File: src/rtl/cordic_arb_pkg.sv
// Shared definitions for the CORDIC rotation-port arbiter: default sizes,
// requester IDs and width helpers used by the arbiter and its tag FIFO.
package cordic_arb_pkg;

    localparam int DATA_W_DEF       = 16;
    localparam int ANGLE_W_DEF      = 16;
    localparam int N_REQ_DEF        = 3;
    localparam int MAX_INFLIGHT_DEF = 20;

    localparam int REQ_ID_W   = $clog2(N_REQ_DEF);
    localparam int FIFO_CNT_W = $clog2(MAX_INFLIGHT_DEF + 1);

    localparam int REQ_GSO  = 0;
    localparam int REQ_DEFL = 1;
    localparam int REQ_NORM = 2;

    function automatic int idWidth(input int n);
        return (n > 1) ? $clog2(n) : 1;
    endfunction

    function automatic int cntWidth(input int depth);
        return $clog2(depth + 1);
    endfunction

endpackage

File: src/rtl/cordic_tag_fifo.sv
// In-order requester-ID FIFO for CORDIC ops in flight. A pop frees the slot a
// simultaneous push needs, so push+pop at full keeps the count unchanged.
module cordic_tag_fifo
    import cordic_arb_pkg::*;
#(
    parameter int WIDTH = REQ_ID_W,
    parameter int DEPTH = MAX_INFLIGHT_DEF
) (
    input  logic             clk,
    input  logic             rst,
    input  logic             push,
    input  logic             pop,
    input  logic [WIDTH-1:0] din,
    output logic [WIDTH-1:0] dout,
    output logic             full,
    output logic             empty
);

    localparam int PTR_W = (DEPTH > 1) ? $clog2(DEPTH) : 1;
    localparam int CNT_W = cntWidth(DEPTH);

    logic [WIDTH-1:0] mem_q [DEPTH];
    logic [PTR_W-1:0] wr_ptr_q, wr_ptr_d;
    logic [PTR_W-1:0] rd_ptr_q, rd_ptr_d;
    logic [CNT_W-1:0] count_q, count_d;
    logic             do_push, do_pop;

    assign full    = (count_q == CNT_W'(DEPTH));
    assign empty   = (count_q == '0);
    assign dout    = mem_q[rd_ptr_q];
    assign do_pop  = pop & ~empty;
    assign do_push = push & (~full | do_pop);

    always_comb begin
        wr_ptr_d = wr_ptr_q;
        rd_ptr_d = rd_ptr_q;
        count_d  = count_q;
        if (do_push) begin
            wr_ptr_d = (wr_ptr_q == PTR_W'(DEPTH - 1)) ? '0 : wr_ptr_q + PTR_W'(1);
        end
        if (do_pop) begin
            rd_ptr_d = (rd_ptr_q == PTR_W'(DEPTH - 1)) ? '0 : rd_ptr_q + PTR_W'(1);
        end
        if (do_push && !do_pop) begin
            count_d = count_q + CNT_W'(1);
        end else if (do_pop && !do_push) begin
            count_d = count_q - CNT_W'(1);
        end
    end

    always_ff @(posedge clk or posedge rst) begin
        if (rst) begin
            wr_ptr_q <= '0;
            rd_ptr_q <= '0;
            count_q  <= '0;
        end else begin
            wr_ptr_q <= wr_ptr_d;
            rd_ptr_q <= rd_ptr_d;
            count_q  <= count_d;
        end
    end

    // Storage needs no reset: only slots between the pointers are ever read.
    always_ff @(posedge clk) begin
        if (do_push) begin
            mem_q[wr_ptr_q] <= din;
        end
    end

endmodule

File: src/rtl/cordic_rot_arbiter.sv
// Round-robin sharing of the CORDIC rotation port with in-order result return.
// Define CORDIC_ARB_LOCK_EN to let a requester hold the grant with req_lock.
module cordic_rot_arbiter
    import cordic_arb_pkg::*;
#(
    parameter int DATA_WIDTH   = DATA_W_DEF,
    parameter int ANGLE_WIDTH  = ANGLE_W_DEF,
    parameter int N_REQ        = N_REQ_DEF,
    parameter int MAX_INFLIGHT = MAX_INFLIGHT_DEF
) (
    input  logic                         clk,
    input  logic                         rst,
    input  logic [N_REQ-1:0]             req_vld,
    output logic [N_REQ-1:0]             req_rdy,
    input  logic [N_REQ*DATA_WIDTH-1:0]  req_xin_flat,
    input  logic [N_REQ*DATA_WIDTH-1:0]  req_yin_flat,
    input  logic [N_REQ*ANGLE_WIDTH-1:0] req_angle_flat,
    input  logic [N_REQ*2-1:0]           req_quad_flat,
    input  logic [N_REQ-1:0]             req_angle_microRot_n_flat,
    input  logic [N_REQ-1:0]             req_lock,
    output logic [N_REQ-1:0]             rsp_vld,
    output logic [DATA_WIDTH-1:0]        rsp_xout,
    output logic [DATA_WIDTH-1:0]        rsp_yout,
    output logic                         cordic_rot_en,
    output logic [DATA_WIDTH-1:0]        cordic_rot_xin,
    output logic [DATA_WIDTH-1:0]        cordic_rot_yin,
    output logic [ANGLE_WIDTH-1:0]       cordic_rot_angle_in,
    output logic [1:0]                   cordic_rot_quad_in,
    output logic                         cordic_rot_angle_microRot_n,
    input  logic                         cordic_rot_opvld,
    input  logic [DATA_WIDTH-1:0]        cordic_rot_xout,
    input  logic [DATA_WIDTH-1:0]        cordic_rot_yout,
    output logic                         err_orphan
);

    localparam int ID_W = idWidth(N_REQ);

    logic [ID_W-1:0]        ptr_q, ptr_d;
    logic [ID_W-1:0]        grant_idx;
    logic [ID_W:0]          cand;
    logic                   grant_any, hs;
    logic                   fifo_full, fifo_empty, fifo_pop;
    logic [ID_W-1:0]        tag_dout;
    logic                   en_q, en_d;
    logic [DATA_WIDTH-1:0]  xin_q, xin_d, yin_q, yin_d;
    logic [ANGLE_WIDTH-1:0] ang_q, ang_d;
    logic [1:0]             quad_q, quad_d;
    logic                   mode_q, mode_d;
    logic [N_REQ-1:0]       rsp_vld_q, rsp_vld_d;
    logic [DATA_WIDTH-1:0]  rsp_x_q, rsp_x_d, rsp_y_q, rsp_y_d;
    logic                   err_q, err_d;

`ifdef CORDIC_ARB_LOCK_EN
    logic            lock_q, lock_d;
    logic [ID_W-1:0] lock_owner_q, lock_owner_d;
`else
    logic            lock_unused;
    assign lock_unused = ^req_lock;
`endif

    // Rotating priority search from ptr; an active lock overrides it.
    always_comb begin
        grant_any = 1'b0;
        grant_idx = '0;
        cand      = '0;
        for (int k = 0; k < N_REQ; k++) begin
            cand = {1'b0, ptr_q} + (ID_W+1)'(k);
            if (cand >= (ID_W+1)'(N_REQ)) begin
                cand = cand - (ID_W+1)'(N_REQ);
            end
            if (!grant_any && req_vld[cand[ID_W-1:0]]) begin
                grant_any = 1'b1;
                grant_idx = cand[ID_W-1:0];
            end
        end
`ifdef CORDIC_ARB_LOCK_EN
        if (lock_q && req_vld[lock_owner_q]) begin
            grant_any = 1'b1;
            grant_idx = lock_owner_q;
        end
`endif
    end

    assign hs      = grant_any & ~fifo_full;
    assign req_rdy = hs ? (N_REQ'(1) << grant_idx) : '0;
    assign fifo_pop = cordic_rot_opvld & ~fifo_empty;

    always_comb begin
        ptr_d  = ptr_q;
        en_d   = hs;
        xin_d  = xin_q;
        yin_d  = yin_q;
        ang_d  = ang_q;
        quad_d = quad_q;
        mode_d = mode_q;
`ifdef CORDIC_ARB_LOCK_EN
        lock_d       = lock_q;
        lock_owner_d = lock_owner_q;
        if (hs) begin
            lock_d       = req_lock[grant_idx];
            lock_owner_d = grant_idx;
        end else if (lock_q && !req_vld[lock_owner_q]) begin
            lock_d = 1'b0;
        end
        if (hs && !req_lock[grant_idx]) begin
            ptr_d = (grant_idx == ID_W'(N_REQ - 1)) ? '0 : grant_idx + ID_W'(1);
        end
`else
        if (hs) begin
            ptr_d = (grant_idx == ID_W'(N_REQ - 1)) ? '0 : grant_idx + ID_W'(1);
        end
`endif
        if (hs) begin
            xin_d  = req_xin_flat[grant_idx*DATA_WIDTH +: DATA_WIDTH];
            yin_d  = req_yin_flat[grant_idx*DATA_WIDTH +: DATA_WIDTH];
            ang_d  = req_angle_flat[grant_idx*ANGLE_WIDTH +: ANGLE_WIDTH];
            quad_d = req_quad_flat[grant_idx*2 +: 2];
            mode_d = req_angle_microRot_n_flat[grant_idx];
        end
        rsp_vld_d = fifo_pop ? (N_REQ'(1) << tag_dout) : '0;
        rsp_x_d   = fifo_pop ? cordic_rot_xout : rsp_x_q;
        rsp_y_d   = fifo_pop ? cordic_rot_yout : rsp_y_q;
        err_d     = err_q | (cordic_rot_opvld & fifo_empty);
    end

    always_ff @(posedge clk or posedge rst) begin
        if (rst) begin
            ptr_q     <= '0;
            en_q      <= 1'b0;
            xin_q     <= '0;
            yin_q     <= '0;
            ang_q     <= '0;
            quad_q    <= '0;
            mode_q    <= 1'b0;
            rsp_vld_q <= '0;
            rsp_x_q   <= '0;
            rsp_y_q   <= '0;
            err_q     <= 1'b0;
`ifdef CORDIC_ARB_LOCK_EN
            lock_q       <= 1'b0;
            lock_owner_q <= '0;
`endif
        end else begin
            ptr_q     <= ptr_d;
            en_q      <= en_d;
            xin_q     <= xin_d;
            yin_q     <= yin_d;
            ang_q     <= ang_d;
            quad_q    <= quad_d;
            mode_q    <= mode_d;
            rsp_vld_q <= rsp_vld_d;
            rsp_x_q   <= rsp_x_d;
            rsp_y_q   <= rsp_y_d;
            err_q     <= err_d;
`ifdef CORDIC_ARB_LOCK_EN
            lock_q       <= lock_d;
            lock_owner_q <= lock_owner_d;
`endif
        end
    end

    cordic_tag_fifo #(
        .WIDTH (ID_W),
        .DEPTH (MAX_INFLIGHT)
    ) u_tag_fifo (
        .clk   (clk),
        .rst   (rst),
        .push  (hs),
        .pop   (fifo_pop),
        .din   (grant_idx),
        .dout  (tag_dout),
        .full  (fifo_full),
        .empty (fifo_empty)
    );

    assign cordic_rot_en               = en_q;
    assign cordic_rot_xin              = xin_q;
    assign cordic_rot_yin              = yin_q;
    assign cordic_rot_angle_in         = ang_q;
    assign cordic_rot_quad_in          = quad_q;
    assign cordic_rot_angle_microRot_n = mode_q;
    assign rsp_vld                     = rsp_vld_q;
    assign rsp_xout                    = rsp_x_q;
    assign rsp_yout                    = rsp_y_q;
    assign err_orphan                  = err_q;

endmodule

File: config.mk
export PLATFORM = sky130hd
export DESIGN_NAME = cordic_rot_arbiter
export DESIGN_NICKNAME = d
export VERILOG_FILES = /design/src/rtl/cordic_arb_pkg.sv /design/src/rtl/cordic_tag_fifo.sv /design/src/rtl/cordic_rot_arbiter.sv
export SDC_FILE = /design/constraint.sdc
export NUM_CORES = 1
export LEC_CHECK = 0
export BUFFER_PORTS_ARGS = -buffer_cell sky130_fd_sc_hd__buf_4
export CAP_MARGIN = 15
export CORE_ASPECT_RATIO = 1.5
export CORE_MARGIN = 5
export CORE_UTILIZATION = 36
export CTS_CLUSTER_DIAMETER = 40
export DETAILED_ROUTE_END_ITERATION = 8
export PLACE_DENSITY_LB_ADDON = 0.15
export REMOVE_ABC_BUFFERS = 1
export SYNTH_ARGS = -nofsm -noshare
export SYNTH_HDL_FRONTEND = slang
export SYNTH_SLANG_ARGS = --single-unit
File: constraint.sdc
create_clock -name clk -period 3.4 [get_ports clk]
set_clock_uncertainty 0.1 [all_clocks]
set_input_delay 0 -clock clk [delete_from_list [all_inputs] [get_ports clk]]
set_output_delay 0 -clock clk [all_outputs]
set_load 0.02 [all_outputs]
# Word level (Yosys, flattened, before mapping)
# Memory sizes are Yosys's and may differ from the RTL's.
# Index checks and enable logic that the tools add are counted.
dict set report totals {
  input_bits 194
  register_bits 105
  ram_bits 40
  wordCells 87
  memories 1
}
dict set report classes {
  muxes 26
  reduce_logical 10
  add_sub_neg 10
  shift 6
  order_cmp 7
  n_eq_ne 4
  n_bitwise 9
}
# name words width read_ports rd_clocked_by_memory_dff write_ports line
set mem_list {}
lappend mem_list {u_tag_fifo.mem_q 20 2 1 0 1 cordic_tag_fifo.sv:22} ;# logic [WIDTH-1:0] mem_q [DEPTH];
# op count
set op_table {}
lappend op_table {{48-bit by 7-bit variable part select with 16-bit output} 3}
lappend op_table {{5-bit 2-to-1 mux} 4}
lappend op_table {{5-bit by 1-bit adder with 5-bit output, second input constant} 3}
lappend op_table {{5-bit equality test, second input constant} 3}
lappend op_table {{2-bit 2-to-1 mux} 7}
lappend op_table {{2-bit by 3-bit < comparator with 1-bit output, second input constant} 4}
lappend op_table {{1-bit 2-to-1 mux} 9}
lappend op_table {{1-bit binary-select mux with 2-bit select} 4}
lappend op_table {{3-bit by 2-bit >= comparator with 1-bit output, second input constant} 2}
lappend op_table {{3-bit 2-to-1 mux} 2}
lappend op_table {{6-bit by 4-bit variable part select with 2-bit output} 1}
lappend op_table {{1-bit by 2-bit << shifter with 3-bit output, first input constant} 2}
lappend op_table {{2-bit subtractor, second input constant} 3}
lappend op_table {{1-bit AND} 5}
lappend op_table {{5-bit logical NOT} 1}
lappend op_table {{5-bit by 1-bit subtractor with 5-bit output, second input constant} 1}
lappend op_table {{1-bit logical AND} 4}
lappend op_table {{1-bit logical NOT} 4}
lappend op_table {{2-bit by 1-bit adder with 3-bit output, second input constant} 1}
lappend op_table {{2-bit by 2-bit adder with 3-bit output, second input constant} 1}
lappend op_table {{2-bit by 1-bit adder with 2-bit output, second input constant} 1}
lappend op_table {{2-bit equality test, second input constant} 1}
lappend op_table {{2-bit >= comparator, second input constant} 1}
lappend op_table {{1-bit NOT} 2}
lappend op_table {{2 further kinds} 3}

# Depth between registers and ports, before layout
dict set report logic_depth {
  ltp_word 17
  ltp_mapped 16
  ltp_nobuf 14
}

# Modules after synthesis
# A second synthesis with hierarchy kept.
dict set report unflattened {
  cells_unflattened 659
  hier_area_um2 7425.9
}
# module area_each_um2 seq_area_each_um2 n_inst cells_each
set modules_own_cells {}
lappend modules_own_cells {cordic_rot_arbiter 4848.4 2252.2 1 476}
lappend modules_own_cells {cordic_tag_fifo 2577.5 1576.5 1 183}

# Worst setup path before layout
# OpenSTA, ideal clock, no wires.
dict set report synth_path {
  path_type {register to register}
  from {register ptr_q[0]}
  to {register u_tag_fifo.count_q[4]}
  synth_period_minus_slack_ps 3618
  t_required_ps 3175
  path_buffers 2
  arrival_ps 3393
  slack_ps -218
  setup_ps 125
  path_stages_with_launch 17
  path_cell_list {dfrtp_1 -> inv_1 -> ha_1 -> mux2_2 -> mux2_2 -> o31ai_1 -> buf_2 -> clkinv_1 -> clkbuf_1 -> ha_1 -> inv_1 -> ha_1 -> a21o_1 -> a21oi_1 -> xnor2_1 -> nor2_1 -> xor2_1}
}
dict set report synth_between {
  elab_chain_cells 16
}
# item line
set synth_lines {}
lappend synth_lines {{start, declared} cordic_rot_arbiter.sv:38} ;# logic [ID_W-1:0] ptr_q, ptr_d;
lappend synth_lines {{start signal, assigned} cordic_rot_arbiter.sv:144} ;# ptr_q <= ptr_d;
lappend synth_lines {{branches (longest 10 deep; another with 2-bit by 1-bit adder with 3-bit output)} --}
lappend synth_lines {{1-bit 2-to-1 mux *} cordic_rot_arbiter.sv:71} ;# if (!grant_any && req_vld[cand[ID_W-1:0]]) begin
lappend synth_lines {{1-bit AND *} cordic_rot_arbiter.sv:84} ;# assign hs = grant_any & ~fifo_full;
lappend synth_lines {{1-bit AND *} cordic_tag_fifo.sv:32} ;# assign do_push = push & (~full | do_pop);
lappend synth_lines {{1-bit logical NOT} cordic_tag_fifo.sv:46} ;# end else if (do_pop && !do_push) begin
lappend synth_lines {{1-bit logical AND} cordic_tag_fifo.sv:46}
lappend synth_lines {{2-bit nonzero test (no line)} --}
lappend synth_lines {{end signal, assigned} cordic_tag_fifo.sv:59} ;# count_q <= count_d;
lappend synth_lines {{end, declared} cordic_tag_fifo.sv:25} ;# logic [CNT_W-1:0] count_q, count_d;
# Mark *: on every way between the ends. The select of a mux whose other input is x is not followed.
# A chain may end at the register's enable or synchronous reset.

# Worst setup path after layout
dict set report layout_path {
  from {register ptr_q[0]}
  to {output port req_rdy[0]}
}
dict set report layout_between {
  elab_chain_cells 13
}
# item line
set layout_lines {}
lappend layout_lines {{branches (longest 12 deep; another with 2-bit by 1-bit adder with 3-bit output)} --}
lappend layout_lines {{3-bit 2-to-1 mux *} cordic_rot_arbiter.sv:85} ;# assign req_rdy = hs ? (N_REQ'(1) << grant_idx) : '0;
lappend layout_lines {{end, declared} cordic_rot_arbiter.sv:14} ;# output logic [N_REQ-1:0] req_rdy,
# Marked as above.

==> results.yml <==
sta:
  fin_crit_sh: 0.944
  relSlewSlack: 0.319
  rsz0062_at_grt: "no"
  setup_tns_ns: 0
  final_max_slew_viol_count: 0
  hold-worst-slack_ns: 0.132
  finalHoldViolCount: 0
  tightest_slew_ns: 1.02
  setup_viol: 0
  fmax_mhz: 312
  fin_crit_ns: 3.21
cells_and_area:
  drive_gt1_frac: 0.310
  syn2layout_area_growth_pct: 71.3
  design_area_um2: 11700
  nNetsFinal: 1330
global_routing:
  antenna_found_initial: 0
  grtUsageTotal: 0.219
  grt_pass1_vias: 7527
  grt_max_degree: 72
  grt_pass1_wl_um: 37700
  grt_overflow_total: 0
run_status:
  status: "completed"
logic_synthesis:
  ys_seq_area_frac: 0.562
  synth.most_common_cell: "nand2_1"
  ys_ff_latch: 145
  synth-edff-count: 40
  syn_area_um2: 6810
  ys_top_cells_by_count: "nand2_1 (143), dfrtp_1 (105), o21ai_0 (60)"
  synth.area.top_cells: "dfrtp_1 (39%), edfxtp_1 (18%), nand2_1 (7.9%), o21ai_0 (4.4%), a221o_1 (3.8%)"
  yosysWarnings: 0
  ys_async_sr_fraction: 0.724
  yosysTopAreaCell: "dfrtp_1"
  syn_inst: 662
  ys.flop_type: "dfrtp_1"
  avgSynthCellArea_um2: 10.3
  ys_types: 45
  synth_top_area_share: 0.386
routing:
  viasPerCell: 5.05
  drt-initial-drc-count: 293
  drt_drc_violations_left: 0
  drt_pre_antenna_iters: 5
  ant_nets: 0
  avgRoutedWirePerCell_um: 17.2
  vias: 7001
  totalWireLength_um: 23800
pwr:
  power_density_nw_per_um2: 937
  finalPower_mw: 10.9
  ir_worst_vdd_mv: 0.676
  power_leakage_nw: 5.32
setup_path:
  worstPathArrival_ns: 3.11
  critPathRequiredTime_ns: 3.30
  worstSetupPathType: "register to primary output"
  crit_path_end_kind: "primary output"
  worstPathMaxFanout: 14
  critPathLaunchType: "register"
floorplanning:
  start_util: 0.366
  dieArea_um2: 21800
  pin_count: 285
  rows: 61
  fp.dieW_um: 122
  core-area_um2: 18600
  die_h_um: 178
cts:
  tritoncts.num_buffers: 17
  post-cts-setup-buffer-count: 0
  path_clk_slew_ns: 0.07
  numClockSinks: 145
  clk_latency_ns: 0.42
  root_buffer: "clkbuf_16"
  h-tree-depth: 4
  cts_tree: "built"
  clk_path_buf_depth: 2
place:
  place_area_um2: 9210
  io_buffer_count: 281
  dpl.hpwl_um: 14600
  gp_congestion: 0.780
hold_path:
  hp-class: "primary input to asynchronous set/reset pin"
flow_run:
  max-cap-violations: 0
[report_power, final]
group / total (mW) / internal [mW] / leakage (nW) / switching [mW]
Clock: 1.80 / 1.03 / 0.266 / 0.764
Combinational: 6.09 / 2.55 / 3.43 / 3.54
Sequential: 3.04 / 2.60 / 1.62 / 0.438
Total: 10.9 / 6.19 / 5.32 / 4.75
[layout make-up]
type                            count  area, um2
Clock buffer                       18        439
Clock inverter                     14        131
Fill cell                        1463       6950
Antenna cell                        1       2.50
Inverter                           16       65.1
Sequential cell                   145       3830
Multi-Input combinational cell    459       2780
Timing Repair Buffer              482       4120
Tap cell                          252        315
[layout by cell type (no fill, tap or decap), types with 3 or more instances in the layout]
master	netlist	final
clkinv_4	0	4
clkbuf_16	0	17
nand2_1	143	143
nor2b_1	8	8
inv_1	13	11
a21o_1	6	6
nor3_1	4	4
nor2_1	50	48
a221o_1	26	26
nand3b_1	3	3
o21ai_0	60	59
edfxtp_1	40	40
a221oi_1	26	26
dlygate4sd3_1	0	187
mux2i_1	3	3
xnor2_1	5	5
a21oi_1	31	30
mux4_2	10	10
ha_1	14	13
clkinv_1	1	3
dfrtp_1	105	105
nand3_1	33	33
buf_4	0	292
and3_1	9	9
clkinvlp_4	0	4
[repair_timing]
action	4_1_cts	5_1_grt
hold buffers	187	0
gates cloned	1	0
resized for setup	0	5
hold endpoints to repair	134	0
endpoints found under the setup margin	1	19
pin swaps	1	0
[metrics by stage]
stage                     setup WS (ns)  cells   util
final                             0.190   1387  0.627
after global routing             0.0181   1386  0.627
after CTS                        0.0988   1386  0.626
after detailed placement         0.0989   1166  0.494
after global placement            0.176   1166  0.494
after floorplan                   -6.80    619      -
[registers in the layout, indices dropped and copies added, names as in the netlist]
| signal | cells |
|---|---|
| u_tag_fifo.count_q | 5 |
| ptr_q | 2 |
| rsp_yout | 16 |
| cordic_rot_angle_microRot_n | 1 |
| rsp_xout | 16 |
| rsp_vld | 3 |
| cordic_rot_xin | 16 |
| err_orphan | 1 |
| cordic_rot_en | 1 |
| u_tag_fifo.mem_q | 40 |
| u_tag_fifo.rd_ptr_q | 5 |
| cordic_rot_angle_in | 16 |
| cordic_rot_yin | 16 |
| cordic_rot_quad_in | 2 |
| u_tag_fifo.wr_ptr_q | 5 |
[routing by layer]
metal  share of wire  vias to the layer above  global-route usage
met2            0.51                      335               0.384
met3           0.083                       75              0.0682
met1            0.36                     3301               0.235
met4           0.045                        0               0.112
met5               0                        -                   0
li1                -                     3290                   -
[worst max-delay path, stage by stage (launching register included)]
cell and delay, ns:
dfrtp_1 0.41, inv_1 0.09, ha_1 0.19, mux2_2 0.34, mux2_2 0.31, mux2_4 0.32
o21ai_4 0.16, inv_4 0.07, nor3_4 0.53, buf_4 0.26
[final timing paths]
path                                     startpoint               endpoint  slack [ns]  cells after the start
max in group asynchronous                       rst             rsp_vld[0]        2.32                      4
min in group clk                cordic_rot_yout[15]           rsp_yout[15]        0.22                      4
worst min register to register          rsp_xout[1]            rsp_xout[1]        0.37                      2
worst min-delay path                            rst      cordic_rot_yin[1]        0.13                      3
worst max-delay path                       ptr_q[0]             req_rdy[0]        0.19                      9
worst max register to register             ptr_q[0]  u_tag_fifo.count_q[4]        0.24                     14
[cell families after synthesis]
group,after synthesis,synth area share
AO/OA/AOI/OAI,160,0.158
XOR/XNOR,7,0.00900
adder cells (fa/ha/maj),15,0.0287
buffers and inverters,59,0.0356
flip-flops,145,0.562
multiplexers,16,0.0430
AND/OR/NAND/NOR,260,0.163
(Power assumes the default switching activity.)
